--- src/rtl/control_unit_fsm.sv ---
// Hardwired fetch/decode/execute sequencer for the ALU-system datapath.
// Optional HALT_INSN_EN: opcode 0x3F parks the sequencer in HALT until reset.
module control_unit_fsm #(
    parameter int OPC_W = 6,
    parameter int MAX_T = 4
) (
    input  logic        Clock,
    input  logic        Reset,
    input  logic [15:0] IROut,
    input  logic [3:0]  ALU_Flags,
    output logic [2:0]  RF_OutASel,
    output logic [2:0]  RF_OutBSel,
    output logic [2:0]  RF_FunSel,
    output logic [3:0]  RF_RegSel,
    output logic [3:0]  RF_ScrSel,
    output logic [4:0]  ALU_FunSel,
    output logic        ALU_WF,
    output logic [1:0]  ARF_OutCSel,
    output logic [1:0]  ARF_OutDSel,
    output logic [2:0]  ARF_FunSel,
    output logic [2:0]  ARF_RegSel,
    output logic        IR_LH,
    output logic        IR_Write,
    output logic        Mem_WR,
    output logic        Mem_CS,
    output logic [1:0]  MuxASel,
    output logic [1:0]  MuxBSel,
    output logic        MuxCSel,
    output logic        Halted,
    output logic        Fault
);

    localparam int TW = $clog2(MAX_T + 2);

    localparam logic [OPC_W-1:0] OP_BRA  = OPC_W'('h00);
    localparam logic [OPC_W-1:0] OP_INC  = OPC_W'('h02);
    localparam logic [OPC_W-1:0] OP_ADD  = OPC_W'('h07);
    localparam logic [OPC_W-1:0] OP_AND  = OPC_W'('h0C);
    localparam logic [OPC_W-1:0] OP_ORR  = OPC_W'('h0D);
    localparam logic [OPC_W-1:0] OP_XOR  = OPC_W'('h0E);
    localparam logic [OPC_W-1:0] OP_MOVL = OPC_W'('h11);
    localparam logic [OPC_W-1:0] OP_LD   = OPC_W'('h12);
    localparam logic [OPC_W-1:0] OP_ST   = OPC_W'('h13);
`ifdef HALT_INSN_EN
    localparam logic [OPC_W-1:0] OP_HLT  = OPC_W'('h3F);
`endif

    typedef enum logic [2:0] {
        S_CLR_PC,
        S_FETCH_L,
        S_FETCH_H,
        S_EXEC,
        S_HALT
    } state_t;

    state_t          state;
    logic [TW-1:0]   t_cnt;
    logic            fault_q;

    logic [OPC_W-1:0] opc;
    logic [2:0]       dst;
    logic [2:0]       src1;
    logic [2:0]       src2;
    logic [1:0]       rsel;
    logic             s_bit;
    logic             unused_flags;

    assign opc          = IROut[15 -: OPC_W];
    assign s_bit        = IROut[9];
    assign rsel         = IROut[9:8];
    assign dst          = IROut[8:6];
    assign src1         = IROut[5:3];
    assign src2         = IROut[2:0];
    assign unused_flags = ^ALU_Flags;

    logic t2;
    logic t3;
    logic is_bra;
    logic is_inc;
    logic is_alu;
    logic is_movl;
    logic is_ld;
    logic is_st;
    logic halt_op;
    logic exec_done;
    logic [4:0] alu_code;

    assign t2      = (t_cnt == TW'(2));
    assign t3      = (t_cnt == TW'(3));
    assign is_bra  = (opc == OP_BRA);
    // Register fields must use the 1xx encoding, otherwise the op is a NOP
    assign is_inc  = (opc == OP_INC) && dst[2] && src1[2];
    assign is_alu  = (opc inside {OP_ADD, OP_AND, OP_ORR, OP_XOR})
                     && dst[2] && src1[2] && src2[2];
    assign is_movl = (opc == OP_MOVL);
    assign is_ld   = (opc == OP_LD);
    assign is_st   = (opc == OP_ST);
    assign exec_done = !(is_inc && t2);

`ifdef HALT_INSN_EN
    assign halt_op = (opc == OP_HLT);
    assign Halted  = !Reset && (state == S_HALT);
`else
    assign halt_op = 1'b0;
    assign Halted  = 1'b0;
`endif

    assign Fault = fault_q;

    always_comb begin
        alu_code = 5'b11001;
        unique case (opc)
            OP_ADD:  alu_code = 5'b10100;
            OP_AND:  alu_code = 5'b10111;
            OP_ORR:  alu_code = 5'b11000;
            default: alu_code = 5'b11001;
        endcase
    end

    function automatic logic [3:0] reg_hot(input logic [1:0] idx);
        logic [3:0] r;
        unique case (idx)
            2'd0:    r = 4'b1000;
            2'd1:    r = 4'b0100;
            2'd2:    r = 4'b0010;
            default: r = 4'b0001;
        endcase
        return r;
    endfunction

    always_ff @(posedge Clock or posedge Reset) begin
        if (Reset) begin
            state   <= S_CLR_PC;
            t_cnt   <= '0;
            fault_q <= 1'b0;
        end else begin
            unique case (state)
                S_CLR_PC: begin
                    state <= S_FETCH_L;
                    t_cnt <= '0;
                end
                S_FETCH_L: begin
                    state <= S_FETCH_H;
                    t_cnt <= TW'(1);
                end
                S_FETCH_H: begin
                    state <= S_EXEC;
                    t_cnt <= TW'(2);
                end
                S_EXEC: begin
                    if (halt_op) begin
                        state <= S_HALT;
                        t_cnt <= '0;
                    end else if (exec_done) begin
                        state <= S_FETCH_L;
                        t_cnt <= '0;
                    end else if (t_cnt >= TW'(MAX_T)) begin
                        fault_q <= 1'b1;
                        state   <= S_FETCH_L;
                        t_cnt   <= '0;
                    end else begin
                        t_cnt <= t_cnt + TW'(1);
                    end
                end
                S_HALT: begin
                    state <= S_HALT;
                end
                default: begin
                    state <= S_CLR_PC;
                    t_cnt <= '0;
                end
            endcase
        end
    end

    always_comb begin
        RF_OutASel  = 3'b000;
        RF_OutBSel  = 3'b000;
        RF_FunSel   = 3'b000;
        RF_RegSel   = 4'b0000;
        RF_ScrSel   = 4'b0000;
        ALU_FunSel  = 5'b00000;
        ALU_WF      = 1'b0;
        ARF_OutCSel = 2'b00;
        ARF_OutDSel = 2'b00;
        ARF_FunSel  = 3'b000;
        ARF_RegSel  = 3'b000;
        IR_LH       = 1'b0;
        IR_Write    = 1'b0;
        Mem_WR      = 1'b0;
        Mem_CS      = 1'b1;
        MuxASel     = 2'b00;
        MuxBSel     = 2'b00;
        MuxCSel     = 1'b0;
        if (!Reset) begin
            unique case (state)
                S_CLR_PC: begin
                    ARF_RegSel = 3'b100;
                    ARF_FunSel = 3'b011;
                end
                S_FETCH_L, S_FETCH_H: begin
                    ARF_OutDSel = 2'b00;
                    Mem_CS      = 1'b0;
                    IR_Write    = 1'b1;
                    IR_LH       = (state == S_FETCH_H);
                    ARF_RegSel  = 3'b100;
                    ARF_FunSel  = 3'b001;
                end
                S_EXEC: begin
                    unique case (1'b1)
                        t2 && is_bra: begin
                            MuxBSel    = 2'b11;
                            ARF_RegSel = 3'b100;
                            ARF_FunSel = 3'b010;
                        end
                        t2 && is_inc: begin
                            RF_OutASel = {1'b0, src1[1:0]};
                            ALU_FunSel = 5'b10000;
                            RF_FunSel  = 3'b010;
                            RF_RegSel  = reg_hot(dst[1:0]);
                        end
                        t3 && is_inc: begin
                            RF_FunSel = 3'b001;
                            RF_RegSel = reg_hot(dst[1:0]);
                        end
                        t2 && is_alu: begin
                            RF_OutASel = {1'b0, src1[1:0]};
                            RF_OutBSel = {1'b0, src2[1:0]};
                            ALU_FunSel = alu_code;
                            RF_FunSel  = 3'b010;
                            RF_RegSel  = reg_hot(dst[1:0]);
                            ALU_WF     = s_bit;
                        end
                        t2 && is_movl: begin
                            MuxASel   = 2'b11;
                            RF_FunSel = 3'b100;
                            RF_RegSel = reg_hot(rsel);
                        end
                        t2 && is_ld: begin
                            ARF_OutDSel = 2'b10;
                            Mem_CS      = 1'b0;
                            MuxASel     = 2'b10;
                            RF_FunSel   = 3'b100;
                            RF_RegSel   = reg_hot(rsel);
                        end
                        t2 && is_st: begin
                            ARF_OutDSel = 2'b10;
                            Mem_CS      = 1'b0;
                            Mem_WR      = 1'b1;
                            RF_OutASel  = {1'b0, rsel};
                            ALU_FunSel  = 5'b10000;
                            MuxCSel     = 1'b0;
                        end
                        default: begin
                        end
                    endcase
                end
                default: begin
                end
            endcase
        end
    end

endmodule

--- config.mk ---
export PLATFORM = sky130hd
export DESIGN_NAME = control_unit_fsm
export DESIGN_NICKNAME = d
export VERILOG_FILES = /design/src/rtl/control_unit_fsm.sv
export SDC_FILE = /design/constraint.sdc
export NUM_CORES = 1
export LEC_CHECK = 0
export CORE_MARGIN = 1.5
export CORE_UTILIZATION = 36
export DETAILED_ROUTE_END_ITERATION = 16
export PLACE_DENSITY = 0.84
export SLEW_MARGIN = 40
export SYNTH_ARGS = -nofsm -noshare
export SYNTH_HDL_FRONTEND = slang
export SYNTH_SLANG_ARGS = --single-unit
--- constraint.sdc ---
create_clock -name Clock -period 2.6 [get_ports Clock]
set_input_delay 0.52 -clock Clock [delete_from_list [all_inputs] [get_ports Clock]]
set_output_delay 0.52 -clock Clock [all_outputs]
set_load 0.02 [all_outputs]
==> metrics, run 1 <==
Worst Path Max Fanout=4; initial core utilization=0.376; Reg2Reg Launch Point=t_cnt[0]; number of synthesized flops with an enable pin=0; drt drc=0; Iteration-0 DRC Markers=39; setup_tns=-0.330 ns; number of routed nets with antenna violations=0; FILL cells=around 240; routability cong.=between 0.8 and 0.9; min Tclk post-route=around 2.7 ns; Ys Warns=0; clock latency on the worst-skew pair=0.25 ns; Peak Freq=roughly 370 MHz; Main synth FF type=dfrtp_1; first drt pass iteration count=4; clk sinks=7; WHS=between 0.3 and 0.4 ns; fin cells=~240; Yosys top cell area share=0.172; CP Capture Type=primary output; CTS tree=built; ys async rst share=1.00; failing checks=negative setup slack; aggregate routed wire length=approximately 3800 um; placed insts=235; vias in the first global route=1262; core region area=between 2000 and 3000 sq um; largest net degree at the start of global routing=11; nature of the critical path startpoint=flip-flop; worst endpoint required time=about 2.1 ns; row count=19; Mean Syn Cell Area=7.49 sq um; area growth from synthesis to layout=72.0%; RSZ-0062 raised after global routing=true; Reg clk slew, reported paths=approximately 0.050 ns; Synth top cells by count=buf_4 (16), inv_1 (15), nand2_1 (8), nor2_1 (8), nor3_1 (8); Die W=56.2 um; layout cells sized above 1=0.401; Seq/Total Area, Yosys=0.172; maximum vdd ir drop=around 0.44 mV; Worst Reg-to-Reg Cells=6; max cap viols=0; Final nets=around 240; antenna violations before repair=0; Buffers on Ports=47; I/O pin cnt=between 60 and 70; skew final=~0.0015 ns; GRT Overall Usage=0.213; Period Utilization, post-route=1.03; Critical path destination=RF_RegSel[2]; Worst Hold Class=reg -> reg; Clock Path Buffers=2; FF+latch count, synth=7; CP arrival=2.16 ns; Via density=5.45; Final setup viols=8; # H-tree levels=1; DR WL/cell=15.6 um; cells after synthesis=136; outcome=finished, violations left; HPWL Detailed=about 2500 um; Fin. Hold Viols=0; largest area contributor in the netlist=dfrtp_1; Syn Std Cell Area=1020 sq um; top cells by area, synth=dfrtp_1 (17%), buf_4 (12%), inv_1 (5.5%); Cell Pwr Density=489 nW/um^2; Yosys cell types=46; final-report max-slew violation count=0; Overflow after GRT=0; most numerous cell in the Yosys netlist=buf_4; LEAKAGE=0.846 nW; die footprint=3160 sq um; DR vias=1324; total design power=about 0.00086 W; die height=about 56 um; setup slack, reg-to-reg=1.03 ns; total CTS buffers=3; crit path from=t_cnt[0]; Worst Setup Slack, final=-0.0801 ns; Post-CTS Hold Buffers=0; Antenna diodes=0; Setup WS pre-CTS=-0.754 ns; capturing point of the worst reg2reg path=t_cnt[2]; Root Driver=clkbuf_4; kind of critical path=reg -> out; global-route wire length before repair=5510 um
==> report_power, final <==
group	internal (W)	switching, W
logic	0.000285	0.000315
clock network	0.0000586	0.0000402
registers	0.000138	0.0000198
==> cells in the final DEF, fill, tap and decap left out, types with 5 or more instances in the layout <==
master,synthesis,routed
nand3_1,7,5
clkbuf_2,0,11
dlygate4sd2_1,0,12
buf_2,4,5
inv_1,15,14
buf_4,16,38
nor3_1,8,7
nand2_1,8,8
conb_1,1,14
clkdlybuf4s50_1,0,11
dfrtp_1,7,7
and2_1,5,5
nor2_1,8,8
==> what timing repair did <==
item,4_1_cts,5_1_grt
gates resized for setup,84,37
cloned,0,0
setup endpoints to repair,28,23
buffers inserted,1,3
pin swaps,9,5
==> kinds of logic after synthesis <==
kind of cell,count (synthesis),share of synthesized area
AND/OR/NAND/NOR,56,0.340
buffers and inverters,39,0.215
AO/OA/AOI/OAI,27,0.206
flip-flops,7,0.172
XOR/XNOR,3,0.0258
adder cells (fa/ha/maj),3,0.0369
other,1,0.00368
==> per-stage QoR <==
stage / instance area [sq um] / utilization
after global routing: 1750 / 0.646
after global placement: 1650 / 0.610
after floorplan: 1070 / -
final: 1750 / 0.646
after CTS: 1740 / 0.640
after detailed placement: 1650 / 0.610
==> registers in the layout, summed over array words and instances, names as in the netlist <==
| signal | cells |
|---|---|
| t_cnt | 3 |
| state | 3 |
| Fault | 1 |
==> per-layer routing <==
| layer | part of all wire | track usage | vias to the layer above |
|---|---|---|---|
| met3 | 0.076 | 0.0395 | 15 |
| met1 | 0.37 | 0.227 | 628 |
| met5 | 0 | 0 | - |
| met2 | 0.51 | 0.400 | 73 |
| li1 | - | - | 608 |
| met4 | 0.039 | 0.0918 | 0 |
==> how the worst min path moves through the flow <==
stage | cells past startpoint | slack, ns | end | startpoint
global route | 0 | 0.40 | Fault | Fault
CTS | 0 | 0.38 | Fault | Fault
finish | 0 | 0.38 | Fault | Fault
global placement | 0 | 0.37 | Fault | Fault
floorplan | 1 | 0.32 | Fault | Reset
detailed placement | 0 | 0.36 | Fault | Fault
==> layout make-up <==
type	count	area [sq um]	share of cell area
multi-input combinational	103	808	0.461
timing repair buffer	83	647	0.369
sequential	7	175	0.100
inverter	15	56.3	0.0321
tap	31	38.8	0.0221
clock buffer	4	26.3	0.0150
==> worst max-delay path, cell delays in order, from the launching register on <==
cell and delay, ns:
dfrtp_1 0.40, inv_2 0.10, ha_4 0.18, buf_6 0.11, nand4b_1 0.20, a21oi_4 0.29, buf_6 0.16, o2111ai_2 0.11
a22oi_1 0.19, buf_4 0.18
Power figures use the tool's default switching activity.
==> run 2, diff against run 1 <==
--- a/config.mk
+++ b/config.mk
@@ -5,8 +5,9 @@
 export SDC_FILE = /design/constraint.sdc
 export NUM_CORES = 1
 export LEC_CHECK = 0
+export ABC_AREA = 1
 export CORE_MARGIN = 1.5
-export CORE_UTILIZATION = 36
+export CORE_UTILIZATION = 37
 export DETAILED_ROUTE_END_ITERATION = 16
 export PLACE_DENSITY = 0.84
 export SLEW_MARGIN = 40
==> constraint.sdc (replaced) <==
create_clock -name Clock -period 2.6 [get_ports Clock]
set_input_delay 0.52 -clock Clock [delete_from_list [all_inputs] [get_ports Clock]]
set_output_delay 0.52 -clock Clock [all_outputs]
set_load 0.005 [all_outputs]
==> metrics, run 2 <==
outcome=completed; most frequent cells in the layout=inv_1 (34), nand2_1 (30), buf_4 (24), nor2_1 (21); placed inst area=1660 sq um (+0.30%); Mean Syn Cell Area=5.98 sq um (-20%); Main synth FF type=dfrtp_1; drt drc=0 (unchanged); Net Switching=0.000314 W (-16%); Final nets=277 (+16%); Post-Synth XOR/XNOR Area=0 (-0.0258); die height=56.8 um (+1.0%); CTS tree=built; nature of the critical path startpoint=flip-flop; largest area contributor in the netlist=dfrtp_1; min Tclk post-route=2.51 ns (-0.170 ns); Reg clk slew, reported paths=0.05 ns (about the same); area growth from synthesis to layout=66.9%; clock latency on the worst-skew pair=0.25 ns (about the same); initial core utilization=0.388 (+0.0121); Buffers on Ports=47 (unchanged); DR WL/cell=10.3 um (-34%); Sequential Power Share=0.245 (+0.061); Period Utilization, post-route=0.965 (-0.0656); top cells by area, synth=dfrtp_1 (16%), inv_1 (12%), nand2_1 (12%); slowest library cell on the worst path=clkdlybuf4s50_1; Iteration-0 DRC Markers=24 (-38%); total CTS buffers=3 (unchanged); Fin. Hold Viols=0 (unchanged); die footprint=3220 sq um (+2.1%); routability cong.=0.827 (-7.0%); largest net degree at the start of global routing=8 (-3); clk sinks=7 (unchanged); max cap viols=0 (unchanged); Peak Freq=398 MHz (+6.8%); Post-CTS Hold Buffers=0 (unchanged); final-report max-slew violation count=0 (unchanged); Antenna diodes=0 (unchanged); Syn Std Cell Area=1070 sq um (+5.0%); # H-tree levels=1 (unchanged); layout cells sized above 1=0.307 (-0.0942); Cell Pwr Density=398 nW/um^2 (-19%); number of synthesized flops with an enable pin=0 (unchanged); commonest non-fill, non-tap cell in the layout=inv_1; Yosys cell types=23 (-50%); kind of critical path=reg -> out; Simple-Gate Fraction of Synth Area=0.469 (+0.129); global-route wire length before repair=4840 um (-12%); number of routed nets with antenna violations=0 (unchanged); Synth Area in Compound Gates=0.0655 (-0.141); Clk pwr share=0.139 (+0.024); Yosys top cell area share=0.164 (-0.00825); CP arrival=1.99 ns (-0.17 ns); cells after synthesis=179 (+32%); Comb power frac=0.616 (-0.085); HPWL Detailed=2310 um (-7.9%); fin cells=282 (+16%); core region area=2760 sq um (+1.8%); antenna violations before repair=0 (unchanged); FILL cells=255 (+5.4%); Via density=4.47 (-18%); row count=19 (unchanged); aggregate routed wire length=2910 um (-23%); max incr delay on CP=0.48 ns (+0.08 ns); Worst Path Max Fanout=4 (unchanged); RSZ-0062 raised after global routing=false; Root Driver=clkbuf_4; main combinational cell family by area after synthesis=simple AND/OR/NAND/NOR gates; ys async rst share=1.00 (unchanged); FF+latch count, synth=7 (unchanged); Die W=56.8 um (+1.0%); maximum vdd ir drop=0.477 mV (+7.9%); vias in the first global route=1160 (-8.1%); Pint=0.000397 W (-18%); worst endpoint required time=2.08 ns (about the same); Clock Path Buffers=2 (unchanged); total design power=0.000711 W (-17%); LEAKAGE=1.13 nW (+33%); Post-Layout Inst Area=1790 sq um (+1.9%); Seq/Total Area, Yosys=0.164 (-0.00825); Adder-Cell Fraction of Synth Area=0.0351 (-0.00177); CP Capture Type=primary output; worst path cell trace=inv_2, ha_4, nand2_4, nor2_4, nand2_2, nand2_4, nand2_2, buf_4, inv_1, clkdlybuf4s50_1; Worst Hold Class=reg -> reg; DR vias=1261 (-4.8%); I/O pin cnt=66 (unchanged); GRT Overall Usage=0.187 (-0.0251); Synth top cells by count=inv_1 (35), nand2_1 (35), nor2_1 (23); Final setup viols=0 (-8); mux cell area share after synthesis=0 (unchanged); placed insts=272 (+16%); Ys Warns=0 (unchanged); skew final=0.00116 ns (-0.000303 ns); first drt pass iteration count=4 (unchanged); Overflow after GRT=0 (unchanged); switching share of power=0.442 (+0.00389)
## run 2: path summary, 6_finish.rpt
kind | start | to | slack [ns] | depth (start not counted)
max in group asynchronous | Reset | t_cnt[1] | 1.92 | 3
worst max register to register | t_cnt[0] | state[1] | 1.32 | 7
worst max-delay path | t_cnt[0] | MuxASel[1] | 0.09 | 10
min in group asynchronous | Reset | Fault | 0.48 | 3
worst min-delay path | Fault | Fault | 0.37 | 0
worst min register to register | Fault | Fault | 0.37 | 0
## run 2: layout make-up
cell class | instances | area [sq um] | share of cell area
clock buffer | 4 | 26.3 | 0.0147
inverter | 42 | 158 | 0.0883
timing repair buffer | 72 | 626 | 0.350
tap | 31 | 38.8 | 0.0217
multi-input combinational | 126 | 762 | 0.427
sequential | 7 | 175 | 0.0981
## run 2: power groups by stage
stage          clock (W)  sequential (W)  combinational [W]
3_3_place_gp           0        0.000170           0.000367
3_5_place_dp           0        0.000172           0.000377
4_1_cts         0.000103        0.000173           0.000392
6_report       0.0000985        0.000174           0.000438
5_1_grt         0.000107        0.000179           0.000479
2_1_floorplan          0        0.000164           0.000235
## run 2: cells by family (layout without fill, tap and decap cells)
kind of cell    count (synthesis)  after routing
compound gates                 12             12
other cells                     1             14
flops                           7              7
buf+inv                        59            118
fa+ha+maj                       3              3
simple gates                   97             97
## run 2: per-layer routing
layer	up-vias	global-route usage	wire, um
met5	-	0	0
met4	0	0.0399	0
met3	0	0.0300	147
met2	43	0.352	1550
met1	564	0.221	1200
li1	654	-	-
## run 2: what timing repair did
action / in CTS / in global routing
endpoints found under the hold margin: 0 / 0
endpoints found under the setup margin: 25 / 13
gates resized for setup: 36 / 30
pin swaps: 7 / 10
setup buffers: 3 / 3
## run 2: worst max-delay path: cells and delay by family (launching register included)
family                   cells  cell delay [ns]
buffers and inverters        4             0.74
AND/OR/NAND/NOR              5             0.47
flip-flops                   1             0.39
adder cells (fa/ha/maj)      1             0.14
## run 2: through the flow
step	utilization	setup WS (ns)	setup TNS [ns]	hold WS, ns
after floorplan	-	0.719	0	0.323
after global placement	0.602	-0.289	-4.60	0.366
after detailed placement	0.602	-0.359	-5.70	0.364
after CTS	0.623	-0.195	-0.262	0.376
after global routing	0.647	0.00322	0	0.392
final	0.647	0.0903	0	0.371
==> run 3, diff against run 2 <==
--- a/config.mk
+++ b/config.mk
@@ -9,7 +9,7 @@
 export CORE_MARGIN = 1.5
 export CORE_UTILIZATION = 37
 export DETAILED_ROUTE_END_ITERATION = 16
-export PLACE_DENSITY = 0.84
+export PLACE_DENSITY = 0.8
 export SLEW_MARGIN = 40
 export SYNTH_ARGS = -nofsm -noshare
 export SYNTH_HDL_FRONTEND = slang
==> metrics, run 3 (synthesis results as in run 2) <==
outcome=completed; skew final=0.00119 ns (+0.0000340 ns); Reg clk slew, reported paths=0.05 ns (about the same); DR WL/cell=9.23 um (-10%); total CTS buffers=3 (unchanged); total design power=0.000699 W (-1.6%); initial core utilization=0.388 (unchanged); antenna violations before repair=0 (unchanged); area growth from synthesis to layout=66.3%; Fin. Hold Viols=0 (unchanged); sum of buffers and inverters on the critical path=5 (+1); maximum vdd ir drop=0.460 mV (-3.5%); routability cong.=0.834 (+0.77%); final-report max-slew violation count=0 (unchanged); I/O pin cnt=66 (unchanged); CTS tree=built; drt drc=0 (unchanged); die height=56.8 um (unchanged); LEAKAGE=1.09 nW (-2.8%); placed inst area=1670 sq um (+0.45%); first drt pass iteration count=4 (unchanged); Peak Freq=392 MHz (-1.6%); kind of critical path=in -> out; WHS=0.371 ns (+0.000204 ns); clk sinks=7 (unchanged); HPWL Detailed=2160 um (-6.6%); worst endpoint required time=2.08 ns (about the same); Clock Path Buffers=2 (unchanged); nature of the critical path startpoint=input pin; DR vias=1223 (-3.0%); die footprint=3220 sq um (unchanged); most frequent cells in the layout=inv_1 (34), nand2_1 (33), buf_4 (25), clkdlybuf4s50_1 (21), nor2_1 (20); Period Utilization, post-route=0.981 (+0.0161); setup_tns=0 ns (unchanged); Root Driver=clkbuf_4; # H-tree levels=1 (unchanged); largest net degree at the start of global routing=8 (unchanged); Final nets=278 (+0.36%); Final setup viols=0 (unchanged); Overflow after GRT=0 (unchanged); number of routed nets with antenna violations=0 (unchanged); clock latency on the worst-skew pair=0.25 ns (about the same); Post-CTS Hold Buffers=0 (unchanged); vias in the first global route=1079 (-7.0%); commonest non-fill, non-tap cell in the layout=inv_1; Iteration-0 DRC Markers=16 (-33%); worst path cell trace=dlygate4sd2_1, inv_2, nand2_1, nor2_2, nand2_2, nand2_2, nand2_1, buf_4, inv_1, clkdlybuf4s50_1; Top delay family on crit path=buffers and inverters; crit path from=IROut[11]; Buffers on Ports=47 (unchanged); CP arrival=2.03 ns (+0.04 ns); Worst Hold Class=reg -> reg; global-route wire length before repair=4380 um (-9.5%); aggregate routed wire length=2610 um (-10%); Reg2Reg Launch Point=t_cnt[0]; row count=19 (unchanged); max cap viols=0 (unchanged); core region area=2760 sq um (unchanged); hold_sp=Fault; Worst Setup Slack, final=0.0484 ns (-0.0419 ns); Die W=56.8 um (unchanged); slowest library cell on the worst path=clkdlybuf4s50_1; Post-Layout Inst Area=1780 sq um (-0.35%); max incr delay on CP=0.48 ns (about the same); min Tclk post-route=2.55 ns (+0.0419 ns); layout cells sized above 1=0.294 (-0.0131); Via density=4.32 (-3.4%); Cell Pwr Density=393 nW/um^2 (-1.3%); Antenna diodes=0 (unchanged); Setup WS pre-CTS=-0.366 ns (-0.00714 ns); GRT Overall Usage=0.169 (-0.0181); Worst Path Max Fanout=4 (unchanged); CP Capture Type=primary output
## run 3: cell types whose count changed in the layout (fill, tap and decap cells not counted), sizes merged
| cell | change |
|---|---|
| clkdlybuf4s50 | +3 |
| buf | +1 |
| clkdlybuf4s15 | +2 |
| dlymetal6s2s | -1 |
| dlygate4sd2 | -3 |
| clkbuf | -1 |
## run 3: area by class of cell
| cell class | count | area, sq um |
|---|---|---|
| repair buffers | 73 | 639 |
| flip-flops and latches | 7 | 175 |
| inverters | 42 | 158 |
| multi-input cells | 126 | 742 |
| fillers | 243 | 978 |
| well taps | 31 | 38.8 |
| clock buffers | 4 | 26.3 |
## run 3: metrics by stage
step / utilization / std cells
after floorplan: - / 192
after global placement: 0.604 / 273
after detailed placement: 0.604 / 273
after CTS: 0.628 / 281
after global routing: 0.645 / 283
final: 0.645 / 283
## run 3: path summary, 6_finish.rpt
check / end / slack, ns / depth (start not counted)
worst min-delay path: Fault / 0.37 / 0
worst max-delay path: RF_FunSel[2] / 0.05 / 10
worst min register to register: Fault / 0.37 / 0
worst max register to register: state[1] / 1.33 / 7
min in group asynchronous: state[0] / 0.47 / 3
max in group asynchronous: t_cnt[2] / 1.94 / 3
## run 3: worst reg2reg max path: stages (launching register included)
cell	delay, ns
dfrtp_1	0.39
inv_2	0.09
ha_4	0.14
nand2_4	0.06
inv_1	0.15
nand2_4	0.09
buf_4	0.14
a21oi_1	0.12
## run 3: layer usage
metal	global-route usage	wire length, um	vias up
li1	-	-	657
met2	0.286	1270	39
met5	0	0	-
met3	0.0346	157	4
met4	0.0498	36	0
met1	0.217	1150	523
## run 3: power by group
part	internal (W)	switching, W
combinational	0.000191	0.000235
sequential	0.000141	0.0000319
clock	0.0000586	0.0000413
total	0.000391	0.000308
## run 3: timing repair
| action | 4_1_cts | 5_1_grt |
|---|---|---|
| gates resized for setup | 33 | 26 |
| buffers inserted | 4 | 2 |
| endpoints found under the setup margin | 25 | 15 |
| pin swaps | 6 | 8 |
